### config.mk
export PLATFORM = sky130hd
export DESIGN_NAME = note_input_ctrl_flat
export DESIGN_NICKNAME = d
export VERILOG_FILES = /design/src/rtl/note_input_ctrl_pkg.sv /design/src/rtl/note_input_ctrl_if.sv /design/src/rtl/note_input_ctrl_input_debouncer.sv /design/src/rtl/note_input_ctrl.sv /design/src/flat_wrapper.sv
export SDC_FILE = /design/constraint.sdc
export NUM_CORES = 1
export LEC_CHECK = 0
export BUFFER_PORTS_ARGS = -buffer_cell sky130_fd_sc_hd__clkbuf_2
export CAP_MARGIN = 20
export CORE_UTILIZATION = 60
export CTS_CLUSTER_SIZE = 14
export DETAILED_ROUTE_END_ITERATION = 10
export PLACE_DENSITY = 0.88
export SLEW_MARGIN = 20
export SYNTH_ARGS = -nofsm -noshare
export SYNTH_HDL_FRONTEND = slang
export SYNTH_SLANG_ARGS = --single-unit
### constraint.sdc
create_clock -name clk -period 4.5 [get_ports clk]
set_input_delay 0.675 -clock clk [delete_from_list [all_inputs] [get_ports clk]]
set_output_delay 0.675 -clock clk [all_outputs]
set_load 0.01 [all_outputs]
### src/rtl/note_input_ctrl_pkg.sv
// note_input_pkg: shared definitions for the guitar-controller input block.
// Holds the Avalon register addresses, the bit positions used inside the
// STATUS/CTRL/EVENT words, the queued event record and a helper that
// formats a queued event as the EVENT register word.
package note_input_pkg;

    localparam int FRET_W = 5;

    // Word addresses on the lightweight bus
    localparam logic [1:0] ADDR_EVENT  = 2'd0;
    localparam logic [1:0] ADDR_STATUS = 2'd1;
    localparam logic [1:0] ADDR_CTRL   = 2'd2;
    localparam logic [1:0] ADDR_LED    = 2'd3;

    // EVENT word layout
    localparam int EV_VALID_BIT = 31;
    localparam int EV_FRETS_LSB = 24;

    // STATUS word layout
    localparam int ST_OVF_BIT   = 8;
    localparam int ST_FRETS_LSB = 16;
    localparam int ST_STRUM_BIT = 21;
    localparam int ST_KEYS_LSB  = 24;

    // CTRL word layout
    localparam int CTRL_EN_BIT     = 0;
    localparam int CTRL_IRQ_EN_BIT = 1;
    localparam int CTRL_FLUSH_BIT  = 2;

    typedef struct packed {
        logic [FRET_W-1:0] frets;
        logic [23:0]       ts;
    } note_event_t;

    // A queued event always reads back with the valid flag set
    function automatic logic [31:0] pack_event(input note_event_t ev);
        logic [31:0] word;
        word = '0;
        word[EV_VALID_BIT] = 1'b1;
        word[EV_FRETS_LSB +: FRET_W] = ev.frets;
        word[23:0] = ev.ts;
        return word;
    endfunction

endpackage

### src/rtl/note_input_ctrl_if.sv
// note_input_ctrl_if: Avalon-MM slave bus between the HPS bridge and the
// note input controller.
//   chipselect, read, write : access strobes (master -> slave)
//   address[1:0]            : word address
//   writedata[31:0]         : write data
//   readdata[31:0]          : registered read data, one cycle read latency
//   irq                     : level interrupt (slave -> master)
interface note_input_ctrl_if;

    logic        chipselect;
    logic        read;
    logic        write;
    logic [1:0]  address;
    logic [31:0] writedata;
    logic [31:0] readdata;
    logic        irq;

    modport master (
        output chipselect, read, write, address, writedata,
        input  readdata, irq
    );

    modport slave (
        input  chipselect, read, write, address, writedata,
        output readdata, irq
    );

endinterface

### src/rtl/note_input_ctrl_input_debouncer.sv
// input_debouncer: two-flop synchroniser followed by a per-bit debounce
// counter for a vector of active-low inputs.
//   clk, reset_n : clock, asynchronous active-low reset
//   raw_n        : raw active-low input pins
//   stable       : debounced level, active-high (1 = pressed)
// A bit's stable value flips only after the synchronised sample has
// differed from it for DEBOUNCE_CYCLES consecutive cycles, giving a total
// pin-to-output latency of DEBOUNCE_CYCLES+2 cycles.
module input_debouncer #(
    parameter int WIDTH           = 1,
    parameter int DEBOUNCE_CYCLES = 250000
) (
    input  logic             clk,
    input  logic             reset_n,
    input  logic [WIDTH-1:0] raw_n,
    output logic [WIDTH-1:0] stable
);

    localparam int CNT_W = (DEBOUNCE_CYCLES > 1) ? $clog2(DEBOUNCE_CYCLES) : 1;
    localparam logic [CNT_W-1:0] CNT_LAST = CNT_W'(DEBOUNCE_CYCLES - 1);

    logic [WIDTH-1:0] sync1_n;
    logic [WIDTH-1:0] sync2_n;
    logic [WIDTH-1:0] stable_n;
    logic [CNT_W-1:0] cnt [WIDTH];

    // Everything resets to the released level so no press is seen until
    // a pin has genuinely been held long enough after reset.
    always_ff @(posedge clk or negedge reset_n) begin
        if (!reset_n) begin
            sync1_n  <= '1;
            sync2_n  <= '1;
            stable_n <= '1;
            for (int i = 0; i < WIDTH; i++) cnt[i] <= '0;
        end else begin
            sync1_n <= raw_n;
            sync2_n <= sync1_n;
            for (int i = 0; i < WIDTH; i++) begin
                if (sync2_n[i] == stable_n[i]) begin
                    cnt[i] <= '0;
                end else if (cnt[i] == CNT_LAST) begin
                    stable_n[i] <= sync2_n[i];
                    cnt[i]      <= '0;
                end else begin
                    cnt[i] <= cnt[i] + 1'b1;
                end
            end
        end
    end

    assign stable = ~stable_n;

endmodule

### src/rtl/note_input_ctrl.sv
// note_input_ctrl: Avalon-MM slave owning the guitar-controller inputs
// (five frets, strum, four board KEYs) and the eight red LEDs. Each strum
// press, when enabled, queues {frets, ms timestamp} in an event FIFO that
// the HPS drains; irq signals pending events.
//   clk, reset_n : clock, asynchronous active-low reset
//   pins_n[5:0]  : active-low frets [4:0] green..orange, strum [5]
//   key_n[3:0]   : active-low board KEYs
//   ledr[7:0]    : LED register output, active-high
//   bus          : Avalon-MM slave (note_input_ctrl_if.slave)
// Build option: define NOTE_KEY_STRUM_EN to let a debounced KEY[0] press
// act as a strum (the two are ORed before edge detection).
module note_input_ctrl
    import note_input_pkg::*;
#(
    parameter int CLK_HZ          = 50000000,
    parameter int DEBOUNCE_CYCLES = 250000,
    parameter int FIFO_DEPTH      = 8,
    parameter int TS_WIDTH        = 24
) (
    input  logic               clk,
    input  logic               reset_n,
    input  logic [5:0]         pins_n,
    input  logic [3:0]         key_n,
    output logic [7:0]         ledr,
    note_input_ctrl_if.slave   bus
);

    localparam int PRESCALE = (CLK_HZ / 1000 < 1) ? 1 : CLK_HZ / 1000;
    localparam int PS_W     = (PRESCALE > 1) ? $clog2(PRESCALE) : 1;
    localparam int PTR_W    = $clog2(FIFO_DEPTH);
    localparam int CNT_W    = PTR_W + 1;

    logic [5:0]          pins_q;
    logic [3:0]          keys_q;
    logic [PS_W-1:0]     presc;
    logic [TS_WIDTH-1:0] ms_cnt;
    logic                trig, trig_d, push_req;
    logic                ctrl_enable, ctrl_irq_en, overflow;
    logic [7:0]          led_q;
    logic [31:0]         readdata_q, rd_mux;
    logic                irq_q;
    note_event_t         mem [FIFO_DEPTH];
    note_event_t         new_event;
    logic [PTR_W-1:0]    wr_ptr, rd_ptr;
    logic [CNT_W-1:0]    count;
    logic                empty, full, bus_rd, bus_wr;
    logic                pop, push_ok, drop, flush, ovf_clr;
    logic                unused_wdata;

    input_debouncer #(.WIDTH(6), .DEBOUNCE_CYCLES(DEBOUNCE_CYCLES)) u_pins_db (
        .clk(clk), .reset_n(reset_n), .raw_n(pins_n), .stable(pins_q)
    );

    input_debouncer #(.WIDTH(4), .DEBOUNCE_CYCLES(DEBOUNCE_CYCLES)) u_keys_db (
        .clk(clk), .reset_n(reset_n), .raw_n(key_n), .stable(keys_q)
    );

`ifdef NOTE_KEY_STRUM_EN
    assign trig = pins_q[5] | keys_q[0];
`else
    assign trig = pins_q[5];
`endif

    // Millisecond timestamp: prescaler wraps once per ms, ms counter wraps
    // naturally at 2^TS_WIDTH.
    always_ff @(posedge clk or negedge reset_n) begin
        if (!reset_n) begin
            presc  <= '0;
            ms_cnt <= '0;
        end else if (presc == PS_W'(PRESCALE - 1)) begin
            presc  <= '0;
            ms_cnt <= ms_cnt + 1'b1;
        end else begin
            presc <= presc + 1'b1;
        end
    end

    assign bus_rd   = bus.chipselect & bus.read;
    assign bus_wr   = bus.chipselect & bus.write;
    assign empty    = (count == '0);
    assign full     = (count == CNT_W'(FIFO_DEPTH));
    assign push_req = ctrl_enable & trig & ~trig_d;
    assign pop      = bus_rd & (bus.address == ADDR_EVENT) & ~empty;
    // A pop in the same cycle frees the slot, so a full FIFO still accepts
    assign push_ok  = push_req & (~full | pop);
    assign drop     = push_req & full & ~pop;
    assign flush    = bus_wr & (bus.address == ADDR_CTRL) & bus.writedata[CTRL_FLUSH_BIT];
    assign ovf_clr  = bus_wr & (bus.address == ADDR_STATUS) & bus.writedata[ST_OVF_BIT];
    assign new_event = '{frets: pins_q[FRET_W-1:0], ts: 24'(ms_cnt)};
    assign unused_wdata = ^{bus.writedata[31:9]};

    // Event FIFO bookkeeping; a flush overrides any push or pop this cycle.
    always_ff @(posedge clk or negedge reset_n) begin
        if (!reset_n) begin
            trig_d   <= 1'b0;
            wr_ptr   <= '0;
            rd_ptr   <= '0;
            count    <= '0;
            overflow <= 1'b0;
        end else begin
            trig_d <= trig;
            if (drop && !flush) overflow <= 1'b1;
            else if (ovf_clr)   overflow <= 1'b0;
            if (flush) begin
                wr_ptr <= '0;
                rd_ptr <= '0;
                count  <= '0;
            end else begin
                if (push_ok) wr_ptr <= wr_ptr + 1'b1;
                if (pop)     rd_ptr <= rd_ptr + 1'b1;
                if (push_ok && !pop)      count <= count + 1'b1;
                else if (!push_ok && pop) count <= count - 1'b1;
            end
        end
    end

    always_ff @(posedge clk) begin
        if (push_ok && !flush) mem[wr_ptr] <= new_event;
    end

    // Control and LED registers
    always_ff @(posedge clk or negedge reset_n) begin
        if (!reset_n) begin
            ctrl_enable <= 1'b0;
            ctrl_irq_en <= 1'b0;
            led_q       <= '0;
        end else if (bus_wr) begin
            if (bus.address == ADDR_CTRL) begin
                ctrl_enable <= bus.writedata[CTRL_EN_BIT];
                ctrl_irq_en <= bus.writedata[CTRL_IRQ_EN_BIT];
            end
            if (bus.address == ADDR_LED) led_q <= bus.writedata[7:0];
        end
    end

    always_comb begin
        rd_mux = '0;
        case (bus.address)
            ADDR_EVENT: if (!empty) rd_mux = pack_event(mem[rd_ptr]);
            ADDR_STATUS: begin
                rd_mux[3:0]                     = 4'(count);
                rd_mux[ST_OVF_BIT]              = overflow;
                rd_mux[ST_FRETS_LSB +: FRET_W]  = pins_q[FRET_W-1:0];
                rd_mux[ST_STRUM_BIT]            = pins_q[5];
                rd_mux[ST_KEYS_LSB +: 4]        = keys_q;
            end
            ADDR_CTRL: begin
                rd_mux[CTRL_EN_BIT]     = ctrl_enable;
                rd_mux[CTRL_IRQ_EN_BIT] = ctrl_irq_en;
            end
            default: rd_mux[7:0] = led_q;
        endcase
    end

    // Registered read data and interrupt
    always_ff @(posedge clk or negedge reset_n) begin
        if (!reset_n) begin
            readdata_q <= '0;
            irq_q      <= 1'b0;
        end else begin
            if (bus_rd) readdata_q <= rd_mux;
            irq_q <= ctrl_irq_en & ~empty;
        end
    end

    assign bus.readdata = readdata_q;
    assign bus.irq      = irq_q;
    assign ledr         = led_q;

endmodule

### src/flat_wrapper.sv
// flat-port wrapper written by rule: the top's interface ports become plain ports
module note_input_ctrl_flat import note_input_pkg::*;
#(
    parameter int CLK_HZ          = 50000000,
    parameter int DEBOUNCE_CYCLES = 250000,
    parameter int FIFO_DEPTH      = 8,
    parameter int TS_WIDTH        = 24
)
  (clk, reset_n, pins_n, key_n, ledr, bus_chipselect, bus_read, bus_write, bus_address, bus_writedata, bus_readdata, bus_irq);
  note_input_ctrl_if bus_i ();
  input  logic clk;
  input  logic reset_n;
  input  logic [5:0] pins_n;
  input  logic [3:0] key_n;
  output logic [7:0] ledr;
  input wire logic [$bits(bus_i.chipselect)-1:0] bus_chipselect;
  input wire logic [$bits(bus_i.read)-1:0] bus_read;
  input wire logic [$bits(bus_i.write)-1:0] bus_write;
  input wire logic [$bits(bus_i.address)-1:0] bus_address;
  input wire logic [$bits(bus_i.writedata)-1:0] bus_writedata;
  output wire logic [$bits(bus_i.readdata)-1:0] bus_readdata;
  output wire logic [$bits(bus_i.irq)-1:0] bus_irq;
  assign bus_i.chipselect = bus_chipselect;
  assign bus_i.read = bus_read;
  assign bus_i.write = bus_write;
  assign bus_i.address = bus_address;
  assign bus_i.writedata = bus_writedata;
  assign bus_readdata = bus_i.readdata;
  assign bus_irq = bus_i.irq;
  note_input_ctrl #(.CLK_HZ(CLK_HZ), .DEBOUNCE_CYCLES(DEBOUNCE_CYCLES), .FIFO_DEPTH(FIFO_DEPTH), .TS_WIDTH(TS_WIDTH)) u_core (.clk(clk), .reset_n(reset_n), .pins_n(pins_n), .key_n(key_n), .ledr(ledr), .bus(bus_i));
endmodule
==> results by group <==
Pwr
  • Clock power share: 38.6%
  • Pleak: slightly below 10 nW
  • Power per cell area: around 430 nW/um2
  • Flop pwr share: slightly above 50%
  • Gate power share: 10.4%
  • Internal power: just over 8 mW
  • Worst VDD drop: 0.3133 mV
  • Net Sw Frac: 25.09%
  • Switching pwr: about 2.7 mW

Floorplan
  • Initial Utilization: approximately three fifths
  • Num ports: 90
  • Core ar.: around 38000 um2
  • Die area: around 39000 um2
  • Die height: slightly below 200 um
  • Die W: 197.0 um
  • # rows: 71

Cells and area
  • ANT cells: 0
  • Nets: approximately 1900
  • Area growth from synthesis to layout: 11.59%
  • Fill cells: ~2400
  • Layout cells sized above 1: between 10% and 20%

Min path
  • Hold WC Path Type: input pin to asynchronous set/reset pin

CTS
  • Reg clk slew, reported paths: 60 ps
  • # hold bufs at CTS: 0
  • CTS root buf: clkbuf_16
  • Setup Buffers After CTS: 0
  • Clock sinks: 535
  • H-tree Lvls: 2
  • CTS tree: built
  • Worst-case clock buffer depth: 3
  • Clock Latency Late Sink: ~580 ps
  • CTS buffer count: 51
  • Cts repair resizes: 0

Placement
  • Pre-CTS WS: 1131 ps
  • GP Congestion: slightly below 0.9
  • I/O Buffers: 64
  • Post-DP HPWL: between 20000 and 30000 um

STA
  • Worst slew margin: ~25%
  • RSZ-0062 raised after global routing: false
  • Final setup margin: roughly 1100 ps
  • Final min period: 3355 ps
  • Final setup TNS: 0 ps
  • Fin. max-slew vios: 0
  • Crit share post-route: around three quarters
  • Final hold viol count: 0
  • Final setup violation count: 0
  • Clk_skew: between 20 and 25 ps
  • Highest Clock Rate: around 0.30 GHz
  • Worst-margin pin slew: about 1100 ps

Yosys
  • Synth Instances: 1706
  • Post-Synth Simple-Gate Area: 14.41%
  • Number of synthesized register bits: approximately 540
  • Sequential element share of the synthesized area: 63.90%
  • Yosys cell types: between 50 and 60
  • Mean Syn Cell Area: between 10 and 15 um2
  • Ys flop type: dfrtp_1
  • Post-synthesis mux area share: 8.392%
  • Top cells by area, synth: edfxtp_1, dfrtp_1, mux4_2
  • EDFF count, synth: 232
  • Complex-gate fraction of the synthesized area: between 4 and 5%
  • Netlist Area Pre-Place: about 23000 um2
  • Post-Synth Adder-Cell Area: under 10%
  • Combinational family with the most area after synthesis: simple AND/OR/NAND/NOR gates
  • Ys async rst share: around 57%
  • Leading area contributor after synthesis: edfxtp_1
  • Share of the synthesized area in the top cell type: 30.52%
  • Most common cell in the netlist: dfrtp_1
  • Post-Synth XOR/XNOR Area: ~6.6%
  • Commonest cells post-synth: dfrtp_1, edfxtp_1, nor2_1
  • Synth Warn #: 0

Worst setup path
  • Crit Path Category: register to register
  • Worst path arrival time: around 3900 ps
  • CP max FO: 33
  • Worst EP required: roughly 5000 ps
  • Critical Path Start Type: register
  • CP Capture Type: register

Drt
  • Wirelength, routed: about 50000 um
  • Met3 WL: between 3000 and 4000 um
  • Top Metal Used: met5
  • First DRT Iteration DRCs: 1391
  • Antenna-violating nets left: 0
  • Vias: 14915
  • WL/cell: about 22 um
  • WL met1: between 15000 and 20000 um
  • Drc violations: 0
  • DR WL met2: between 20000 and 30000 um
  • Vias/cell: ~6.3
  • First-pass iteration count of the detailed router: 5

GRT
  • Largest net degree at the start of global routing: roughly 130
  • GRT overflow: 0
  • Initial antenna violation count: 1
  • First-pass GRT wire length: between 80000 and 90000 um
  • Gr usage total: approximately a quarter
  • Number of global-route vias before repair: between 15000 and 20000

Job
  • Max cap viols: 0

Run status
  • Status: finished clean
==> path summary, 6_finish.rpt <==
kind,start,endpoint,slack [ps],cells past startpoint
max reg2reg,u_core.count[0],u_core.count[3],1140,9
min reg2reg,u_core.u_pins_db.sync1_n[3],u_core.u_pins_db.sync2_n[3],360,0
max,u_core.count[0],u_core.count[3],1140,9
min in group clk,pins_n[3],u_core.u_pins_db.sync1_n[3],190,1
min,reset_n,u_core.u_keys_db.cnt[50],190,1
max in group asynchronous,reset_n,u_core.u_pins_db.stable_n[3],3150,2
==> cells in the final DEF, fill, tap and decap left out, types with 53 or more instances in the layout <==
cell type,instances
clkbuf_2,63
nor2_1,179
clkbuf_16,53
xnor2_1,93
edfxtp_1,232
nand3_1,82
nand2_1,109
mux4_2,58
xor2_1,79
dfrtp_1,270
==> routing by layer <==
metal / GRT usage, % / vias up
met5: 0 / -
met1: 33.64 / 7506
met4: 12.92 / 2
li1: - / 6510
met3: 3.944 / 192
met2: 45.56 / 705
==> kinds of logic (layout without fill, tap and decap cells) <==
family / count (synthesis) / after routing
AND/OR/NAND/NOR: 641 / 641
multiplexers: 116 / 116
AO/OA/AOI/OAI: 135 / 135
adder cells (fa/ha/maj): 18 / 18
other: 1 / 2
XOR/XNOR: 172 / 172
flip-flops: 535 / 535
buffers and inverters: 88 / 219
==> sequential cells by signal (all words and copies together), names as in the netlist, 3 cells and up <==
register and count:
u_core.mem 232, u_core.count 4, u_core.u_pins_db.stable_n 6, u_core.u_keys_db.sync1_n 4, u_core.u_pins_db.sync2_n 6, u_core.u_keys_db.stable_n 4, u_core.ms_cnt 24, u_core.u_keys_db.cnt 72
u_core.bus.readdata 30, u_core.u_keys_db.sync2_n 4, u_core.presc 16, u_core.u_pins_db.sync1_n 6, u_core.wr_ptr 3, u_core.ledr 8, u_core.rd_ptr 3, u_core.u_pins_db.cnt 108
==> stage by stage <==
step,util [%],hold slack [ps],area [um2],total power [mW],std cells
2_1_floorplan,-,345.2,22830,6.346,1707
3_3_place_gp,63.42,346.4,23830,6.747,2254
3_5_place_dp,63.42,348.8,23830,6.805,2254
4_1_cts,67.78,168.9,25470,11.00,2349
5_1_grt,67.78,173.6,25470,11.30,2349
6_report,67.78,187.5,25470,10.96,2349
==> final cells by class <==
class	count	area (um2)	area share, %
Sequential cell	535	14590	57.29
Multi-Input combinational cell	1084	7923	31.10
Clock buffer	75	1493	5.860
Tap cell	511	639.4	2.510
Timing Repair Buffer	86	533.0	2.093
Clock inverter	20	147.6	0.5797
Inverter	38	142.6	0.5600
==> power by group through the flow <==
| stage | sequential, mW | combinational [mW] | clock (mW) |
|---|---|---|---|
| 3_5_place_dp | 5.69 | 1.12 | 0 |
| 5_1_grt | 5.63 | 1.22 | 4.45 |
| 2_1_floorplan | 5.47 | 0.875 | 0 |
| 3_3_place_gp | 5.67 | 1.08 | 0 |
| 6_report | 5.60 | 1.14 | 4.23 |
| 4_1_cts | 5.60 | 1.14 | 4.26 |
==> critical path, cell delays in order, from the launching register on <==
cell,delay [ps]
dfrtp_1,450
nor4_1,540
or2_2,780
ha_1,340
inv_1,90
ha_1,280
a21o_1,180
a21oi_1,170
mux2i_1,250
mux2i_1,200
Power figures use the tool's default switching activity.
